$ cat src/rtl/dcdc_seq_pkg.sv
// Shared types and helpers for the DC-DC bias rail sequencer.
package dcdc_seq_pkg;

  localparam int TIMER_W    = 16;
  localparam int RAIL_IDX_W = 3;
  localparam int MAX_RAILS  = 8;

  typedef enum logic [2:0] {
    IDLE      = 3'd0,
    SYNC_ON   = 3'd1,
    RAMP_UP   = 3'd2,
    DWELL     = 3'd3,
    READY     = 3'd4,
    RAMP_DOWN = 3'd5,
    FAULT     = 3'd6
  } seq_state_t;

  // Index of the lowest set bit (0 when none set).
  function automatic logic [RAIL_IDX_W-1:0] lowest_set(input logic [MAX_RAILS-1:0] v);
    logic [RAIL_IDX_W-1:0] idx;
    idx = '0;
    for (int k = MAX_RAILS - 1; k >= 0; k--) begin
      if (v[k]) idx = RAIL_IDX_W'(k);
    end
    return idx;
  endfunction

  // Index of the highest set bit (0 when none set).
  function automatic logic [RAIL_IDX_W-1:0] highest_set(input logic [MAX_RAILS-1:0] v);
    logic [RAIL_IDX_W-1:0] idx;
    idx = '0;
    for (int k = 0; k < MAX_RAILS; k++) begin
      if (v[k]) idx = RAIL_IDX_W'(k);
    end
    return idx;
  endfunction

endpackage

$ cat src/rtl/dcdc_seq_timer.sv
// Microsecond wait timer: prescaler plus saturating 16-bit us counter.
// The restart cycle itself counts as elapsed cycle 0, so a wait of N us
// raises done in the cycle N*TICK_DIV-1 after restart and the resulting
// registered transition lands exactly N*TICK_DIV cycles after entry.
module dcdc_seq_timer
  import dcdc_seq_pkg::*;
#(
  parameter int TICK_DIV = 20
) (
  input  logic               clk,
  input  logic               reset,
  input  logic               restart,
  input  logic [TIMER_W-1:0] limit,
  output logic               done
);

  localparam int PRE_W = (TICK_DIV > 1) ? $clog2(TICK_DIV) : 1;
  localparam logic [PRE_W-1:0]   PRE_LAST  = PRE_W'(TICK_DIV - 1);
  localparam logic [PRE_W-1:0]   PRE_FIRST = (TICK_DIV > 1) ? PRE_W'(1) : PRE_W'(0);
  localparam logic [TIMER_W-1:0] US_FIRST  = (TICK_DIV > 1) ? TIMER_W'(0) : TIMER_W'(1);
  localparam logic               ONE_CYCLE = (TICK_DIV == 1);

  logic [PRE_W-1:0]   pre_q;
  logic [TIMER_W-1:0] us_q;
  logic               tick;

  assign tick = (pre_q == PRE_LAST);
  assign done = restart ? (ONE_CYCLE && (limit == TIMER_W'(1)))
                        : (tick && (us_q == limit - TIMER_W'(1)));

  // Prescaler and us counter; restart preloads the count of the entry cycle.
  always_ff @(posedge clk) begin
    if (reset) begin
      pre_q <= '0;
      us_q  <= '0;
    end else if (restart) begin
      pre_q <= PRE_FIRST;
      us_q  <= US_FIRST;
    end else if (tick) begin
      pre_q <= '0;
      if (us_q != '1) us_q <= us_q + TIMER_W'(1);
    end else begin
      pre_q <= pre_q + PRE_W'(1);
    end
  end

endmodule

$ cat src/rtl/dcdc_seq_ctrl.sv
// DC-DC bias rail power sequencer.
//
// state     | meaning
// IDLE      | all off, waiting for seq_start
// SYNC_ON   | sync clock enabled, settling before first rail
// RAMP_UP   | rail i enabled, waiting for its power-good
// DWELL     | rail i good, dwelling before the next rail
// READY     | all rails up
// RAMP_DOWN | disabling rails highest-first with a delay after each
// FAULT     | everything off, fault latched until fault_clr
module dcdc_seq_ctrl
  import dcdc_seq_pkg::*;
#(
  parameter int NUM_RAILS      = 4,
  parameter int TICK_DIV       = 20,
  parameter int SYNC_SETTLE_US = 100,
  parameter int PG_TIMEOUT_US  = 1000,
  parameter int ON_DWELL_US    = 500,
  parameter int OFF_DELAY_US   = 200
) (
  input  logic                  clk,
  input  logic                  reset,
  input  logic                  seq_start,
  input  logic                  seq_stop,
  input  logic                  fault_clr,
  input  logic [NUM_RAILS-1:0]  pgood,
  output logic                  sync_clk_en,
  output logic [NUM_RAILS-1:0]  rail_en,
  output logic                  ready,
  output logic                  busy,
  output logic                  fault,
  output logic [RAIL_IDX_W-1:0] fault_rail,
  output logic [2:0]            state_o
);

  localparam logic [RAIL_IDX_W-1:0] LAST_IDX = RAIL_IDX_W'(NUM_RAILS - 1);

  seq_state_t            state_q;
  logic [NUM_RAILS-1:0]  pg_meta_q, pg_sync_q, rail_en_q;
  logic [RAIL_IDX_W-1:0] rail_idx_q, fault_rail_q;
  logic                  sync_clk_en_q, ready_q, busy_q, fault_q, restart_q;

  logic [TIMER_W-1:0]    tmr_limit;
  logic                  tmr_done;
  logic [NUM_RAILS-1:0]  idx_onehot, top_onehot, mon_mask, mon_bad;
  logic [RAIL_IDX_W-1:0] top_rail, mon_rail, fault_idx;
  logic                  fault_now, pg_cur;

  // Two-flop synchronizer for the asynchronous power-good inputs.
  always_ff @(posedge clk) begin
    if (reset) begin
      pg_meta_q <= '0;
      pg_sync_q <= '0;
    end else begin
      pg_meta_q <= pgood;
      pg_sync_q <= pg_meta_q;
    end
  end

  // Wait length for the current state.
  always_comb begin
    tmr_limit = TIMER_W'(1);
    case (state_q)
      SYNC_ON:   tmr_limit = TIMER_W'(SYNC_SETTLE_US);
      RAMP_UP:   tmr_limit = TIMER_W'(PG_TIMEOUT_US);
      DWELL:     tmr_limit = TIMER_W'(ON_DWELL_US);
      RAMP_DOWN: tmr_limit = TIMER_W'(OFF_DELAY_US);
      default:   tmr_limit = TIMER_W'(1);
    endcase
  end

  dcdc_seq_timer #(
    .TICK_DIV (TICK_DIV)
  ) u_timer (
    .clk     (clk),
    .reset   (reset),
    .restart (restart_q),
    .limit   (tmr_limit),
    .done    (tmr_done)
  );

  assign idx_onehot = NUM_RAILS'(1) << rail_idx_q;
  assign top_rail   = highest_set(MAX_RAILS'(rail_en_q));
  assign top_onehot = NUM_RAILS'(1) << top_rail;
  assign pg_cur     = |(pg_sync_q & idx_onehot);

  // Rails already confirmed good; the rail still ramping is not monitored.
  always_comb begin
    mon_mask = '0;
    case (state_q)
      RAMP_UP:      mon_mask = rail_en_q & ~idx_onehot;
      DWELL, READY: mon_mask = rail_en_q;
      default:      mon_mask = '0;
    endcase
  end

  assign mon_bad  = mon_mask & ~pg_sync_q;
  assign mon_rail = lowest_set(MAX_RAILS'(mon_bad));

  // Fault sources: lost power-good on a monitored rail, or ramp-up timeout.
  always_comb begin
    fault_now = |mon_bad;
    fault_idx = mon_rail;
    if (!(|mon_bad) && (state_q == RAMP_UP) && tmr_done) begin
      fault_now = 1'b1;
      fault_idx = rail_idx_q;
    end
  end

  // Sequencer FSM with registered outputs; restart_q marks each new wait.
  always_ff @(posedge clk) begin
    if (reset) begin
      state_q       <= IDLE;
      rail_en_q     <= '0;
      rail_idx_q    <= '0;
      fault_rail_q  <= '0;
      sync_clk_en_q <= 1'b0;
      ready_q       <= 1'b0;
      busy_q        <= 1'b0;
      fault_q       <= 1'b0;
      restart_q     <= 1'b0;
    end else begin
      restart_q <= 1'b0;
      if (fault_now) begin
        state_q       <= FAULT;
        rail_en_q     <= '0;
        sync_clk_en_q <= 1'b0;
        ready_q       <= 1'b0;
        busy_q        <= 1'b0;
        fault_q       <= 1'b1;
        fault_rail_q  <= fault_idx;
      end else begin
        case (state_q)
          IDLE: begin
            if (seq_start && !seq_stop) begin
              state_q       <= SYNC_ON;
              sync_clk_en_q <= 1'b1;
              busy_q        <= 1'b1;
              restart_q     <= 1'b1;
            end
          end
          SYNC_ON, RAMP_UP, DWELL, READY: begin
            if (seq_stop) begin
              state_q   <= RAMP_DOWN;
              rail_en_q <= rail_en_q & ~top_onehot;
              ready_q   <= 1'b0;
              busy_q    <= 1'b1;
              restart_q <= 1'b1;
            end else if (state_q == SYNC_ON && tmr_done) begin
              state_q    <= RAMP_UP;
              rail_idx_q <= '0;
              rail_en_q  <= rail_en_q | NUM_RAILS'(1);
              restart_q  <= 1'b1;
            end else if (state_q == RAMP_UP && pg_cur) begin
              state_q   <= DWELL;
              restart_q <= 1'b1;
            end else if (state_q == DWELL && tmr_done) begin
              if (rail_idx_q == LAST_IDX) begin
                state_q <= READY;
                ready_q <= 1'b1;
                busy_q  <= 1'b0;
              end else begin
                state_q    <= RAMP_UP;
                rail_idx_q <= rail_idx_q + RAIL_IDX_W'(1);
                rail_en_q  <= rail_en_q | (idx_onehot << 1);
                restart_q  <= 1'b1;
              end
            end
          end
          RAMP_DOWN: begin
            if (tmr_done) begin
              if (|rail_en_q) begin
                rail_en_q <= rail_en_q & ~top_onehot;
                restart_q <= 1'b1;
              end else begin
                state_q       <= IDLE;
                sync_clk_en_q <= 1'b0;
                busy_q        <= 1'b0;
              end
            end
          end
          FAULT: begin
            if (fault_clr) begin
              state_q      <= IDLE;
              fault_q      <= 1'b0;
              fault_rail_q <= '0;
            end
          end
          default: begin
            state_q       <= IDLE;
            rail_en_q     <= '0;
            sync_clk_en_q <= 1'b0;
            ready_q       <= 1'b0;
            busy_q        <= 1'b0;
          end
        endcase
      end
    end
  end

  assign sync_clk_en = sync_clk_en_q;
  assign rail_en     = rail_en_q;
  assign ready       = ready_q;
  assign busy        = busy_q;
  assign fault       = fault_q;
  assign fault_rail  = fault_rail_q;
  assign state_o     = state_q;

endmodule
$ cat config.mk
export PLATFORM = sky130hd
export DESIGN_NAME = dcdc_seq_ctrl
export DESIGN_NICKNAME = d
export VERILOG_FILES = /design/src/rtl/dcdc_seq_pkg.sv /design/src/rtl/dcdc_seq_timer.sv /design/src/rtl/dcdc_seq_ctrl.sv
export SDC_FILE = /design/constraint.sdc
export NUM_CORES = 1
export LEC_CHECK = 0
export ABC_CLOCK_PERIOD_IN_PS = 7500
export BUFFER_PORTS_ARGS = -buffer_cell sky130_fd_sc_hd__clkbuf_2
export CORE_MARGIN = 5
export CORE_UTILIZATION = 60
export DETAILED_ROUTE_END_ITERATION = 10
export HOLD_SLACK_MARGIN = 0.12
export PLACE_DENSITY = 0.77
export SLEW_MARGIN = 20
export SYNTH_ARGS = -nofsm -noshare
export SYNTH_HDL_FRONTEND = slang
export SYNTH_SLANG_ARGS = --single-unit
$ cat constraint.sdc
create_clock -name clk -period 7.5 [get_ports clk]
set_input_delay 1.125 -clock clk [delete_from_list [all_inputs] [get_ports clk]]
set_output_delay 1.125 -clock clk [all_outputs]
set_load 0.05 [all_outputs]
==> results.md, run 1 <==
* CP Data Arrival Time at 3590 ps
* CP bufs+invs at 0
* Cell area power density at 219 mW/mm²
* Placed cells at 395
* Max Clk Rate at 295 MHz
* # IOs at 23
* Std-Cell Rows at 24
* Area occupied by multi-input gates at 0.00171 mm²
* P_leak at 1.07 nW
* Crit start category: flop
* Fin cells at 403
* Post-Synthesis Cells at 340
* Antenna cells at 0
* Gr usage total at 0.226
* DR vias/cell at 6.34
* Fillers at 369
* Post-CTS setup buffer count at 0
* Initial DRC Count at 306
* Syn avg cell area at 8.13 µm²
* Setup violations, final at 0
* Critical path cell sequence: nand2b_1 > a2111oi_4 > o31ai_1 > or4_4 > a211o_1 > a21oi_2 > mux2_1
* I/O Buffers at 22
* Relative slew margins at 0.307
* Slowest cell delay on critical path at 900 ps
* Design area at 0.00295 mm²
* Initial DRT Pass Iterations at 5
* Largest net degree at the start of global routing at 33
* Fin crit period at 3390 ps
* Sequential share of the synthesized area at 0.340
* Outcome: complete, no violations
* Cell variety after synth at 64
* WL final at 6610 µm
* Layout Utilization at 0.668
* Asr flop ratio synth at 0
* Clock sink total at 47
* Routability cong. at 0.971
* Cell Area, Synth at 0.00277 mm²
* H-tree levels at 2
* Synth-to-layout area growth at 6.61%
* Post-synth EDFFs at 0
* Final worst-path setup slack at 4110 ps
* CP Capture Type: flop
* Setup skew after layout at 10.9 ps
* Critical Path Fanout Max at 29
* CTS buffer count at 5
* Core area at 0.00441 mm²
* Root Driver: clkbuf_8
* Placed cell areas at 0.00286 mm²
* Top Family by Delay on Critical Path: compound AO/OA/AOI/OAI gates
* Tcrit/Tclk final at 0.452
* Starting Density at 0.626
* Yosys warnings at 0
* Worst Max-Slew Pin Slew at 1040 ps
* RSZ-0062 raised after global routing: no
* Layout cells sized above 1 at 0.120
* Routed vias at 2,556
* Die X at 77.9 µm
* Post-cts resize count at 0
* Data required, critical path at 7700 ps
* DPL Wire Length at 4820 µm
* DR WL/cell at 16.4 µm
* Final nets at 366
* Max rail drop VDD at 155 µV
* Syn_nets at 356
* Maxcap violations at 0
* Remaining global-route overflow at 0
* Die area at 0.00607 mm²
* Critical-path top delay cell: dfxtp_1
* Leading register cell type out of synthesis: dfxtp_1
* Setup TNS at 0 ps
* Fin. max-slew vios at 0
* Vias in the first global route at 2,299
* Initial antenna violation count at 0
* Worst-Skew Late Latency at 310 ps
* Register area at 941 µm²
* Post-route ant nets at 0
* Clock Pin Slew Worst Setup and Hold Paths at 80 ps
* Fin. Hold Viols at 0
* Hold crit path type: flop to flop
* First-pass GRT wire length at 11,300 µm
* Synthesized flop and latch total at 47
* Die Y-Extent at 77.9 µm
* Residual DRC at 0
* Hold-fix buffers, CTS at 0
* Crit Path Class: flop to flop
* CTS tree: done
* Max clock buf depth at 2
* Pre-CTS worst setup slack at 4170 ps
==> final timing paths <==
kind	start	end	slack (ps)	depth (start not counted)
setup / recovery	state_o[1]	state_o[0]	4110	7
hold / removal	pg_meta_q[1]	pg_sync_q[1]	440	1
setup reg to reg	state_o[1]	state_o[0]	4110	7
hold reg to reg	pg_meta_q[1]	pg_sync_q[1]	440	1
==> layout by cell type (no fill, tap or decap), types with 7 or more instances in the layout <==
cell type  Yosys  final
nor3_1         7      7
nor2b_1       16     16
nor2_1        36     36
dfxtp_1       47     47
xor2_1        11     11
ha_1           7      7
nand2_1       30     30
nand3_1       14     14
inv_1          7      7
o21ai_0       19     19
a21oi_1       15     15
clkbuf_2       0     22
==> power breakdown <==
group / total, W / internal (W) / switching (W) / leakage [nW]
Sequential: 0.000298 / 0.000267 / 0.0000303 / 0.382
Clock: 0.000150 / 0.0000652 / 0.0000851 / 0.0412
Combinational: 0.000198 / 0.0000656 / 0.000132 / 0.647
==> Yosys cell counts, drive strengths merged, types with 7 or more instances <==
cell type,number,share of area
dfxtp,47,0.34
nor2,36,0.049
nand2,30,0.041
o21ai,20,0.038
a21oi,16,0.030
nor2b,16,0.036
clkbuf,15,0.020
nand3,14,0.025
xor2,11,0.035
ha,7,0.032
inv,7,0.0095
nor3,7,0.013
nor3b,7,0.021
==> per-layer routing <==
metal	wire length, µm	GRT usage
met1	3090	0.323
met4	169	0.0859
met3	445	0.0428
met5	0	0
met2	2900	0.336
==> state kept, by name, summed over array words and instances, names as in the netlist <==
register,flops
busy,1
fault,1
fault_rail,3
pg_meta_q,4
pg_sync_q,4
rail_en,4
rail_idx_q,3
ready,1
restart_q,1
state_o,3
sync_clk_en,1
u_timer.pre_q,5
u_timer.us_q,16
==> metrics by stage <==
stage | hold WS, ps | power, W
finish | 438 | 0.000646
detailed placement | 420 | 0.000497
global route | 463 | 0.000683
CTS | 441 | 0.000647
global placement | 418 | 0.000499
floorplan | 414 | 0.000456
==> logic make-up after synthesis <==
logic type	Yosys count	synth area share
multiplexers	3	0.0113
AND/OR/NAND/NOR	153	0.299
buffers and inverters	27	0.0403
adder cells (fa/ha/maj)	8	0.0353
XOR/XNOR	17	0.0538
AO/OA/AOI/OAI	85	0.220
flip-flops	47	0.340
==> layout make-up <==
| type | count | share of cell area |
|---|---|---|
| sequential | 47 | 0.319 |
| multi-input combinational | 266 | 0.581 |
| inverter | 7 | 0.00891 |
| tap | 52 | 0.0221 |
| timing repair buffer | 23 | 0.0399 |
| clock buffer | 6 | 0.0246 |
| clock inverter | 2 | 0.00424 |
==> worst register-to-register path, cell delays in order (launching register included) <==
cell	delay, ps
dfxtp_1	900
nand2b_1	370
a2111oi_4	460
o31ai_1	160
or4_4	590
a211o_1	290
a21oi_2	170
mux2_1	340
(Power assumes the default switching activity.)
==> inputs of run 2 (changes only) <==
ABC_CLOCK_PERIOD_IN_PS = 3450   (was 7500)
clock period = 3.45 ns   (was 7.5 ns; I/O delays follow)
==> results.md, run 2 (same netlist as run 1, synthesis figures left out) <==
* Max clock buf depth at 2
* Hold-fix buffers, CTS at 0
* Crit start category: flop
* Remaining global-route overflow at 0
* Std-Cell Rows at 24
* Largest registers: u_timer.us_q (16), u_timer.pre_q (5)
* Maxcap violations at 0
* DR vias/cell at 6.44
* Fin. Hold Viols at 0
* Post-CTS setup buffer count at 0
* Tcrit/Tclk final at 0.870
* DPL Wire Length at 4810 µm
* RSZ-0062 raised after global routing: no
* Setup TNS at 0 ps
* CTS tree: done
* Routed vias at 2,626
* Routability cong. at 0.957
* WL final at 6530 µm
* R2R Path End: state_o[0]
* Synth-to-layout area growth at 9.00%
* Fin. max-slew vios at 0
* Largest net degree at the start of global routing at 24
* Initial DRC Count at 326
* Reg2Reg Setup Slack at 450 ps
* Critical Path Sink: state_o[0]
* Placed cell areas at 0.00291 mm²
* Clock sink total at 47
* Vias in the first global route at 2,280
* Worst-Skew Late Latency at 300 ps
* Antenna cells at 0
* Worst r2r src: state_o[1]
* I/O Buffers at 22
* Clock Pin Slew Worst Setup and Hold Paths at 90 ps
* Crit Path Class: flop to flop
* Hold depth at 2
* Fin crit period at 3000 ps
* Relative slew margins at 0.536
* Commonest cells after routing, fill and taps aside: 47 x dfxtp_1, 36 x nor2_1, 30 x nand2_1
* Post-route ant nets at 0
* Gr usage total at 0.217
* CTS buffer count at 5
* P_leak at 1.11 nW
* Max rail drop VDD at 356 µV
* Root Driver: clkbuf_8
* Post-cts resize count at 0
* Design area at 0.00301 mm²
* Worst Setup SP: state_o[1]
* Die area at 0.00607 mm²
* Largest reg by FF count: u_timer.us_q
* DR WL/cell at 16.0 µm
* Setup violations, final at 0
* Residual DRC at 0
* Core area at 0.00441 mm²
* Layout cells sized above 1 at 0.135
* Cell area power density at 491 mW/mm²
* CP Capture Type: flop
* Die X at 77.9 µm
* Max Clk Rate at 333 MHz
* H-tree levels at 2
* Initial DRT Pass Iterations at 5
* Critical Path Fanout Max at 16
* Die Y-Extent at 77.9 µm
* First-pass GRT wire length at 11,100 µm
* Data required, critical path at 3640 ps
* Outcome: complete, no violations
* Worst Max-Slew Pin Slew at 695 ps
* Most common cell after layout, fill and taps aside: dfxtp_1
* Max FFs per register at 16
* # IOs at 23
* Starting Density at 0.626
* Setup skew after layout at 9.80 ps
* Depth of the worst register-to-register path at 7
* CP Data Arrival Time at 3200 ps
* Final nets at 372
* Initial antenna violation count at 0
* Hold crit path type: primary input to flop
-- run 2: stage by stage --
step	total power [W]	hold slack, ps	util	setup WS, ps	instances
3_3_place_gp	0.00109	415	0.659	551	401
3_5_place_dp	0.00109	431	0.659	481	401
5_1_grt	0.00156	430	0.683	286	408
4_1_cts	0.00148	427	0.683	472	408
2_1_floorplan	0.000990	414	-	330	340
6_report	0.00148	432	0.683	447	408
-- run 2: worst min path at each step --
stage / start / end / slack, ps
final: pgood[3] / pg_meta_q[3] / 430
after global routing: pgood[0] / pg_meta_q[0] / 430
after CTS: pgood[3] / pg_meta_q[3] / 430
after detailed placement: pg_meta_q[1] / pg_sync_q[1] / 430
after global placement: pg_meta_q[0] / pg_sync_q[0] / 420
after floorplan: pg_meta_q[0] / pg_sync_q[0] / 410
-- run 2: per-layer routing --
layer	global-route usage	vias up	share of wire	routed length, µm
li1	-	1266	-	-
met1	0.330	1225	0.47	3090
met2	0.311	122	0.43	2800
met3	0.0440	13	0.082	535
met4	0.0498	0	0.015	96
met5	0	-	0	0
-- run 2: layout make-up --
| class | instances | area (µm²) |
|---|---|---|
| Clock buffer | 5 | 68.8 |
| Clock inverter | 2 | 37.5 |
| Fill cell | 377 | 1400 |
| Inverter | 7 | 26.3 |
| Multi-Input combinational cell | 266 | 1710 |
| Sequential cell | 47 | 941 |
| Tap cell | 52 | 65.1 |
| Timing Repair Buffer | 29 | 163 |
-- run 2: report_power, final --
part	switching (W)	internal [W]	total (W)
logic	0.000309	0.000151	0.000461
registers	0.0000430	0.000581	0.000624
clock network	0.000182	0.000212	0.000394
-- run 2: worst max-delay path, cell delays in order, from the launching register on --
cell,delay (ps)
dfxtp_1,580
nand2b_1,300
a2111oi_4,450
o31ai_1,170
or4_4,600
a211o_1,290
a21oi_2,170
mux2_1,330
